<file path="config.mk">
export PLATFORM = sky130hd
export DESIGN_NAME = micro_sequencer
export DESIGN_NICKNAME = d
export VERILOG_FILES = /design/src/rtl/micro_sequencer.sv
export SDC_FILE = /design/constraint.sdc
export NUM_CORES = 1
export LEC_CHECK = 0
export CAP_MARGIN = 20
export CORE_MARGIN = 3
export CORE_UTILIZATION = 45
export DETAILED_ROUTE_END_ITERATION = 12
export GPL_TIMING_DRIVEN = 0
export PLACE_DENSITY = 0.61
export SYNTH_ARGS = -nofsm -noshare
export SYNTH_HDL_FRONTEND = slang
export SYNTH_SLANG_ARGS = --single-unit
export TNS_END_PERCENT = 30
</file>
<file path="constraint.sdc">
create_clock -name i_clk -period 5.6 [get_ports i_clk]
set_input_delay 1.12 -clock i_clk [delete_from_list [all_inputs] [get_ports i_clk]]
set_output_delay 1.12 -clock i_clk [all_outputs]
set_load 0.01 [all_outputs]
</file>
<file path="src/rtl/micro_sequencer.sv">
// rtl/micro_sequencer.sv - opcode-driven microcode sequencer with a runtime-writable table
module micro_sequencer #(
    parameter int OPC_W     = 2,
    parameter int SIG_W     = 8,
    parameter int STEP_W    = 2,
    parameter bit HOLD_IDLE = 1'b0
) (
    input  logic                    i_clk,
    input  logic                    i_rst,
    input  logic                    i_instr_valid,
    output logic                    o_instr_ready,
    input  logic [OPC_W-1:0]        i_instr,
    input  logic                    i_cfg_we,
    input  logic [OPC_W+STEP_W-1:0] i_cfg_addr,
    input  logic [SIG_W:0]          i_cfg_data,
    output logic [SIG_W-1:0]        o_signal,
    output logic                    o_sig_valid,
    output logic                    o_done,
    output logic                    o_busy
);

    localparam int DEPTH = 2 ** (OPC_W + STEP_W);

    typedef enum logic {S_IDLE, S_RUN} state_t;

    state_t              r_state;
    logic [STEP_W-1:0]   r_step;
    logic [OPC_W-1:0]    r_opc;
    logic [SIG_W-1:0]    r_signal;
    logic                r_sig_valid;
    logic                r_done;
    logic [SIG_W:0]      r_tbl [DEPTH];

    logic                w_accept;
    logic [STEP_W-1:0]   w_step_inc;
    logic [SIG_W:0]      w_first_entry;
    logic [SIG_W:0]      w_next_entry;

    // A new opcode can be taken when idle or on the last word of the current sequence
    assign o_instr_ready = (r_state == S_IDLE) || (r_state == S_RUN && r_done);
    assign w_accept      = i_instr_valid && o_instr_ready;
    assign w_step_inc    = r_step + 1'b1;
    // Combinational reads: a same-edge write is not yet visible, so reads see old contents
    assign w_first_entry = r_tbl[{i_instr, {STEP_W{1'b0}}}];
    assign w_next_entry  = r_tbl[{r_opc, w_step_inc}];

    assign o_signal    = r_signal;
    assign o_sig_valid = r_sig_valid;
    assign o_done      = r_done;
    assign o_busy      = (r_state == S_RUN);

    // Microcode table: reset to single-word zero sequences, written one entry per strobe
    always_ff @(posedge i_clk) begin
        if (i_rst) begin
            for (int i = 0; i < DEPTH; i++) begin
                r_tbl[i] <= {1'b1, {SIG_W{1'b0}}};
            end
        end else if (i_cfg_we) begin
            r_tbl[i_cfg_addr] <= i_cfg_data;
        end
    end

    // Sequencer FSM: start on accept, step until LAST or the final step index, then idle
    always_ff @(posedge i_clk) begin
        if (i_rst) begin
            r_state     <= S_IDLE;
            r_step      <= '0;
            r_opc       <= '0;
            r_signal    <= '0;
            r_sig_valid <= 1'b0;
            r_done      <= 1'b0;
        end else if (w_accept) begin
            r_state     <= S_RUN;
            r_step      <= '0;
            r_opc       <= i_instr;
            r_signal    <= w_first_entry[SIG_W-1:0];
            r_sig_valid <= 1'b1;
            r_done      <= w_first_entry[SIG_W];
        end else if (r_state == S_RUN && !r_done) begin
            r_step      <= w_step_inc;
            r_signal    <= w_next_entry[SIG_W-1:0];
            // The last step index ends the sequence so the counter never wraps
            r_done      <= w_next_entry[SIG_W] || (w_step_inc == {STEP_W{1'b1}});
        end else if (r_state == S_RUN) begin
            r_state     <= S_IDLE;
            r_sig_valid <= 1'b0;
            r_done      <= 1'b0;
            if (!HOLD_IDLE) begin
                r_signal <= '0;
            end
        end
    end

endmodule

</file>
==> impl_metrics.ini, run 1 <==
[run_status]
outcome = completed

[timing]
fmax_ghz = 0.286
final.min_clock_period_ns = 3.49
setup_ws_ns = 2.11
finalCritPeriodShare_pct = 62.4
rsz0062_at_grt = no
finClkSkew_ns = 0.00706
tns_ns = 0
hold_violations = 0
setup_violations = 0
worst_slew_pin_slew_ns = 1.10
final_max_slew_viol_count = 0
relSlewSlack_pct = 26.3

[routing]
viasPerCell = 5.70
ant_nets = 0
wl_mm = 19.1
dr_total_vias = 4397
drt_pass1_iterations = 5
wire_per_inst_um = 24.8
drcViolationCount = 0
drtIter0Drc = 500

[floorplan]
dieArea_um2 = 18000
core_um2 = 16000
die_y_um = 134
start_util_pct = 46.3
die_w_um = 134
rows = 46
num_io_pins = 31

[synth]
synth_cell_type_count = 31
yosysSeqAreaShare_pct = 62.5
synthArstFlopShare_pct = 0
synth_edf_count = 144
yosysWarnings = 0
syn_inst = 494
ys.flop_type = edfxtp_1
postSynthNetCount = 514
synth.ff_latch_count = 159
synth.avg_cell_area_um2 = 15.0
synth.cell_area_um2 = 7400

[global_routing]
grt_pass1_vias = 4355
grt_util_all_layers_pct = 22.3
grt_pass1_wl_mm = 28.3
overflow = 0
antenna_found_initial = 1
grt_max_degree = 17

[worst_setup_path]
worst_setup_path_end_kind = register
crit_chain = clkdlybuf4s50_1 -> nor3b_1 -> nand2_1 -> nor3_1 -> or2_2
crit_slowest_cell = nor3_1
crit_path_max_fanout = 10
worstPathArrival_ns = 3.60
worstSetupStartpointType = input pin
max_stage_delay_ns = 0.90
critical_path_buf_inv_count = 1
critical_path.top_delay_family = simple AND/OR/NAND/NOR gates
worstPathRequired_ns = 5.71
crit_type = input pin to register

[cts]
numCtsBuffers = 17
clock_latency_ns = 0.42
cts_tree = built
clk_pin_slew_ns = 0.06
htree_levels = 4
cts_resized = 0
root_buffer = clkbuf_16
clkSinkCount = 159
cts_setup_buffers = 0
cts_buffer_depth = 2
cts_hold_buf = 0

[placed_design]
place_congestion = 0.905
hpwl_mm = 13.6
place.port_buffers = 28
place_ws_ns = 1.55

[pwr]
intPower_mw = 2.29
leakage_nw = 2.90
p_seq_share_pct = 47.3
pwr-share-clk_pct = 42.8
switchingPower_uw = 670
vdd_ir_drop_max_mv = 0.234
pwr_density_cell_nw_per_um2 = 344
switching_share_pct = 22.6
combPwrFrac_pct = 9.9

[finish]
fin_nets = 563
area_growth_pct = 16.3
n_antenna_cell = 0
layout-drive-gt1-share_pct = 19.8

[worst_hold_path]
min_path_type = register to register

[job]
max_cap_viol_count = 0
-- through the flow --
step           cell area (um2)  util, %  hold WS (ns)  total power [mW]  instances
4_1_cts                   8600     53.7         0.533              2.97        770
3_3_place_gp              7950     49.7         0.509              1.71        738
5_1_grt                   8610     53.8         0.556              3.05        772
2_1_floorplan             7400        -         0.468              1.59        494
6_report                  8610     53.8         0.535              2.96        772
3_5_place_dp              7950     49.7         0.526              1.72        738
-- per-layer routing --
layer | part of all wire (%) | GRT usage [%] | up-vias
li1 | - | - | 1965
met1 | 42 | 30.1 | 2291
met2 | 50 | 35.8 | 116
met3 | 6.0 | 5.66 | 23
met4 | 1.4 | 6.96 | 2
met5 | 0.057 | 0 | -
-- sequential cells by signal (all words and copies together) (netlist names) --
register and count:
r_opc 2, o_done 1, o_signal 8, o_sig_valid 1, r_step 2, r_tbl 144
o_busy 1
-- cell usage after synthesis (2+ instances only) --
library cell | n | area share [%]
nand3_1 | 2 | 0.14
nor3b_1 | 10 | 1.0
a211oi_1 | 9 | 0.91
nor3_1 | 6 | 0.41
mux2_2 | 8 | 1.2
buf_2 | 5 | 0.34
or2_2 | 16 | 1.4
nand2_1 | 6 | 0.30
or3_1 | 13 | 1.1
and2_1 | 128 | 11
mux4_2 | 46 | 14
o22ai_1 | 8 | 0.68
clkbuf_1 | 19 | 0.96
nor4_1 | 8 | 0.68
edfxtp_1 | 144 | 58
dfxtp_1 | 15 | 4.1
nor2_1 | 26 | 1.3
inv_1 | 2 | 0.10
a21oi_1 | 4 | 0.27
nand2b_1 | 7 | 0.59
buf_6 | 2 | 0.30
-- power groups by stage --
| stage | sequential [mW] | clock [mW] | combinational (mW) |
|---|---|---|---|
| after floorplan | 1.41 | 0 | 0.180 |
| after global placement | 1.42 | 0 | 0.290 |
| after detailed placement | 1.43 | 0 | 0.292 |
| after CTS | 1.40 | 1.28 | 0.294 |
| after global routing | 1.41 | 1.33 | 0.312 |
| final | 1.40 | 1.27 | 0.292 |
-- path summary, 6_finish.rpt --
check	startpoint	to	slack (ns)	depth (start not counted)
worst max register to register	r_step[0]	o_signal[1]	2.18	11
worst min-delay path	o_sig_valid	o_sig_valid	0.53	2
worst min register to register	o_sig_valid	o_sig_valid	0.53	2
worst max-delay path	i_rst	r_tbl[1][4]	2.11	5
-- cell families (layout without fill, tap and decap cells) --
kind of cell	Yosys count	in the layout	share of synthesized area (%)
buffers and inverters	31	93	1.91
adder cells (fa/ha/maj)	1	1	0.169
multiplexers	54	54	15.2
AND/OR/NAND/NOR	226	226	18.2
flip-flops	159	159	62.5
AO/OA/AOI/OAI	23	23	2.06
-- cells in the final DEF, fill, tap and decap left out, types with 2 or more instances in the layout --
cell and n:
or2_2 16, inv_1 2, nor3_1 6, nand2b_1 7, nor3b_1 10, nand3_1 2, clkbuf_1 20, nor4_1 8
buf_2 7, mux2_2 8, clkinv_1 2, a211oi_1 9, clkbuf_16 17, a21oi_1 4, dfxtp_1 15, or3_1 13
mux4_2 46, bufinv_16 5, edfxtp_1 144, clkinv_4 4, buf_6 2, nor2_1 26, clkdlybuf4s50_1 28, o22ai_1 8
nand2_1 6, and2_1 128
-- area by class of cell --
| class | count | area, um2 |
|---|---|---|
| Buffer | 28 | 130 |
| Clock buffer | 18 | 429 |
| Clock inverter | 14 | 214 |
| Fill cell | 1342 | 7390 |
| Inverter | 3 | 11.3 |
| Multi-Input combinational cell | 304 | 2640 |
| Sequential cell | 159 | 4620 |
| Tap cell | 216 | 270 |
| Timing Repair Buffer | 30 | 290 |
-- worst min-delay path, delay by kind of cell (launching register included) --
| kind | cells | cell delay (ns) |
|---|---|---|
| flops | 1 | 0.31 |
| compound gates | 2 | 0.18 |
(Power assumes the default switching activity.)
==> run 2: changes to the inputs <==
clock period = 3.3 ns   (was 5.6 ns; I/O delays follow)
==> run 2 against run 1 <==
Setup slack worse by 2.0 ns. Flip-flop and latch count is the same. Count of clock-buffer cells in the layout stayed put. Critical path depth increased by 6. Die area is the same. Final cell count unchanged. Critical endpoint is now o_signal[1]. Largest cell class unchanged.
==> impl_metrics.ini, run 2 (same netlist as run 1, synthesis figures left out) <==
[cts]
clk_pin_slew_ns = 0.06
cts_buffer_depth = 2
cts_setup_buffers = 0
htree_levels = 4
root_buffer = clkbuf_16
clkSinkCount = 159
clock_latency_ns = 0.42
cts_tree = built
numCtsBuffers = 17

[routing]
drtIter0Drc = 469
ant_nets = 0
wire_per_inst_um = 24.8
viasPerCell = 5.70
drcViolationCount = 0
wl_mm = 19.2
dr_total_vias = 4399
drt_pass1_iterations = 5

[finish]
regMostFlops = r_tbl
n_antenna_cell = 0
fin_nets = 563
final_cell_mix = edfxtp_1 (144), and2_1 (128), mux4_2 (46)
largest_reg_flops = 144
layout-drive-gt1-share_pct = 20.0
layout_commonest_cell = edfxtp_1
area_growth_pct = 16.4
fillers = 1341

[global_routing]
antenna_found_initial = 1
grt_pass1_wl_mm = 28.3
overflow = 0
grt_pass1_vias = 4355
grt_max_degree = 17
grt_util_all_layers_pct = 22.3

[timing]
worst_slew_pin_slew_ns = 1.09
final_max_slew_viol_count = 0
hold_violations = 0
setup_violations = 0
final.min_clock_period_ns = 3.15
rsz0062_at_grt = no
finClkSkew_ns = 0.00838
fmax_ghz = 0.318
finalCritPeriodShare_pct = 95.4
setup_ws_ns = 0.151
relSlewSlack_pct = 26.6

[worst_setup_path]
crit_chain = buf_6 -> buf_4 -> buf_6 -> inv_1 -> ha_1 -> buf_2 -> clkbuf_4 -> mux4_2 -> mux2_2 -> o22ai_1 -> nor4_1
crit_type = register to register
crit_slowest_cell = dfxtp_1
cpMostUsedCell = buf_6
crit_path_max_fanout = 10
worstPathRequired_ns = 3.58
crit_start = r_step[0]
max_stage_delay_ns = 0.40
timing.rr.start = r_step[0]
worst_r2r_path_depth = 11
worstSetupStartpointType = register
worst_setup_path_end_kind = register
worstPathArrival_ns = 3.43

[floorplan]
core_um2 = 16000
rows = 46
num_io_pins = 31
die_w_um = 134
die_y_um = 134
start_util_pct = 46.3
dieArea_um2 = 18000

[placed_design]
place_congestion = 0.905
hpwl_mm = 13.6
place_ws_ns = -0.293
place.port_buffers = 28

[worst_hold_path]
worstHoldStart = r_opc[1]
min_path_type = register to register
hold-path-cell-count = 2

[pwr]
leakage_nw = 2.90
power.total_mw = 5.03
vdd_ir_drop_max_mv = 0.398
pwr_density_cell_nw_per_um2 = 584

[run_status]
outcome = completed

[job]
max_cap_viol_count = 0
[run 2: per-layer routing]
layer | GRT usage, % | vias to the layer above | share of wire (%)
li1 | - | 1968 | -
met4 | 6.96 | 2 | 1.7
met2 | 35.8 | 142 | 50
met3 | 5.66 | 27 | 5.9
met5 | 0 | - | 0.057
met1 | 30.1 | 2260 | 43
[run 2: metrics by stage]
step | hold slack, ns | cell area [um2] | TNS (ns) | cells | util (%)
2_1_floorplan | 0.468 | 7400 | 0 | 494 | -
3_3_place_gp | 0.509 | 7950 | -6.95 | 738 | 49.7
3_5_place_dp | 0.526 | 7950 | -8.46 | 738 | 49.7
4_1_cts | 0.533 | 8600 | 0 | 770 | 53.7
5_1_grt | 0.556 | 8610 | 0 | 772 | 53.8
6_report | 0.540 | 8610 | 0 | 772 | 53.8
[run 2: path summary, 6_finish.rpt]
path | to | slack [ns]
worst max-delay path | o_signal[1] | 0.15
worst min-delay path | r_opc[1] | 0.54
worst max register to register | o_signal[1] | 0.15
worst min register to register | r_opc[1] | 0.54
[run 2: critical path: cells and delay by family (launching register included)]
family / cells / cell delay [ns]
AO/OA/AOI/OAI: 1 / 0.19
multiplexers: 2 / 0.66
adder cells (fa/ha/maj): 1 / 0.26
flip-flops: 1 / 0.40
buffers and inverters: 6 / 1.39
AND/OR/NAND/NOR: 1 / 0.07
[run 2: repair_timing]
item | CTS | global route
hold buffers | 0 | 0
setup endpoints to repair | 7 | 8
endpoints found under the hold margin | 0 | 0
resized for setup | 1 | 4
[run 2: area by class of cell]
type	instances	area, um2	share of cell area (%)
Clock buffer	18	429	4.98
Tap cell	216	270	3.14
Clock inverter	14	214	2.48
Sequential cell	159	4620	53.7
Buffer	28	139	1.61
Timing Repair Buffer	30	290	3.37
Multi-Input combinational cell	304	2640	30.6
Inverter	3	11.3	0.131
[run 2: report_power, final]
group          internal [mW]  switching [mW]
logic                  0.233           0.266
clock network           1.34           0.815
registers               2.32          0.0631
total                   3.89            1.14
==> run 3: changes to the inputs <==
CORE_ASPECT_RATIO = 0.9   (was not set)
CORE_UTILIZATION = 40   (was 45)
PLACE_DENSITY = 0.55   (was 0.61)
==> run 3 against run 2 <==
Count of clock-buffer cells in the layout rose by 2. Critical path depth decreased by 7. Clock power shrank 16%. Non-clock buffer count unchanged. Clock skew hardly changed. Final cell count increased by 3.1%. Register-to-register slack better by 0.06 ns. Largest cell class unchanged. Largest power group unchanged. Highest routed layer is now met4.
==> impl_metrics.ini, run 3 (same netlist as run 1, synthesis figures left out) <==
[run_status]
outcome = completed

[worst_setup_path]
rr_endpoint = o_signal[3]
crit_path_max_fanout = 10
timing.reg2reg.setup_slack_ns = 0.21
crit_type = input pin to register
timing.rr.start = r_step[0]
worstSetupStartpointType = input pin
worst_setup_path_end_kind = register
worstPathRequired_ns = 3.40
worstPathArrival_ns = 3.25
worst_r2r_path_depth = 11

[cts]
root_buffer = clkbuf_16
clk_pin_slew_ns = 0.06
cts_setup_buffers = 0
cts_tree = built
numCtsBuffers = 17
clkSinkCount = 159
clock_latency_ns = 0.43
cts_buffer_depth = 2
htree_levels = 4

[finish]
regMostFlops = r_tbl
final_cell_mix = edfxtp_1 (144), and2_1 (128), mux4_2 (46)
n_antenna_cell = 0
area_growth_pct = 15.4
fin_nets = 563
layout-drive-gt1-share_pct = 19.6
finish.utilization_pct = 47.7
largest_reg_flops = 144
layout_commonest_cell = edfxtp_1
fillers = 1566

[timing]
final_max_slew_viol_count = 0
final.min_clock_period_ns = 3.15
relSlewSlack_pct = 22.0
setup_ws_ns = 0.150
rsz0062_at_grt = no
finClkSkew_ns = 0.00883
hold_violations = 0
worst_slew_pin_slew_ns = 1.16
finalCritPeriodShare_pct = 95.5
tns_ns = 0
setup_violations = 0
fmax_ghz = 0.317

[routing]
ant_nets = 0
viasPerCell = 5.42
drt_pass1_iterations = 4
met3_wirelength_mm = 1.30
top_layer = met4
dr_total_vias = 4315
drtIter0Drc = 313
wl_mm = 19.9
drcViolationCount = 0
met1_length_mm = 8.90
wire_per_inst_um = 25.0
met2_length_mm = 9.36

[placed_design]
place.port_buffers = 28
place_ws_ns = -0.292
place_congestion = 0.910
hpwl_mm = 14.3

[job]
max_cap_viol_count = 0

[floorplan]
die_y_um = 135
num_io_pins = 31
rows = 46
die_w_um = 149
dieArea_um2 = 20200
start_util_pct = 41.4
core_um2 = 17900

[worst_hold_path]
min_path_type = register to register
hold-path-cell-count = 2
min_to = r_opc[1]
worstHoldStart = r_opc[1]

[global_routing]
antenna_found_initial = 2
grt_max_degree = 17
overflow = 0
grt_pass1_vias = 4368
grt_util_all_layers_pct = 20.4
grt_pass1_wl_mm = 28.7

[pwr]
pwr_density_cell_nw_per_um2 = 551
leakage_nw = 2.84
power.total_mw = 4.71
vdd_ir_drop_max_mv = 0.362
run 3: cell count changes in the layout (fill, tap and decap cells not counted), moves of 3 or more:
cell and delta:
bufinv_16 -4, clkinv_2 +3, clkinv_4 -3, clkinvlp_4 +3
run 3: worst max path at each step:
| stage | start | end | slack, ns | cells past startpoint |
|---|---|---|---|---|
| after floorplan | r_step[0] | o_signal[4] | 0.62 | 11 |
| after global placement | i_rst | r_tbl[2][5] | -0.24 | 4 |
| after detailed placement | i_rst | r_tbl[3][5] | -0.29 | 4 |
| after CTS | r_step[0] | o_signal[5] | 0.01 | 11 |
| after global routing | r_step[0] | o_signal[7] | 0.02 | 11 |
| final | i_rst | r_tbl[3][0] | 0.15 | 4 |
run 3: worst max-delay path: stages:
cell and delay [ns]:
clkdlybuf4s50_1 0.61, nand4b_1 0.53, nor3_1 1.01, or2_2 0.44
run 3: through the flow:
stage	hold slack [ns]	cells	instance area [um2]
after floorplan	0.468	494	7400
after global placement	0.509	762	7980
after detailed placement	0.522	762	7980
after CTS	0.529	794	8520
after global routing	0.536	796	8540
final	0.536	796	8540
run 3: cell type report:
| type | instances | area (um2) | share of cell area [%] |
|---|---|---|---|
| Timing Repair Buffer | 30 | 293 | 3.43 |
| Multi-Input combinational cell | 304 | 2640 | 30.9 |
| Inverter | 3 | 11.3 | 0.132 |
| Clock inverter | 12 | 96.3 | 1.13 |
| Buffer | 28 | 141 | 1.66 |
| Tap cell | 240 | 300 | 3.52 |
| Sequential cell | 159 | 4620 | 54.2 |
| Clock buffer | 20 | 437 | 5.11 |
run 3: repair_timing:
action,in CTS,in global routing
gates resized for setup,1,5
endpoints found under the setup margin,7,8
hold buffers,0,0
run 3: power by group:
group / internal (mW) / leakage (nW) / switching, mW
Sequential: 2.32 / 1.51 / 0.0641
Combinational: 0.234 / 1.09 / 0.274
Clock: 1.03 / 0.251 / 0.795
run 3: metal layers:
layer	up-vias	track usage (%)
met2	132	31.5
met5	-	0
met1	2192	28.6
met4	0	6.46
li1	1968	-
met3	23	5.40
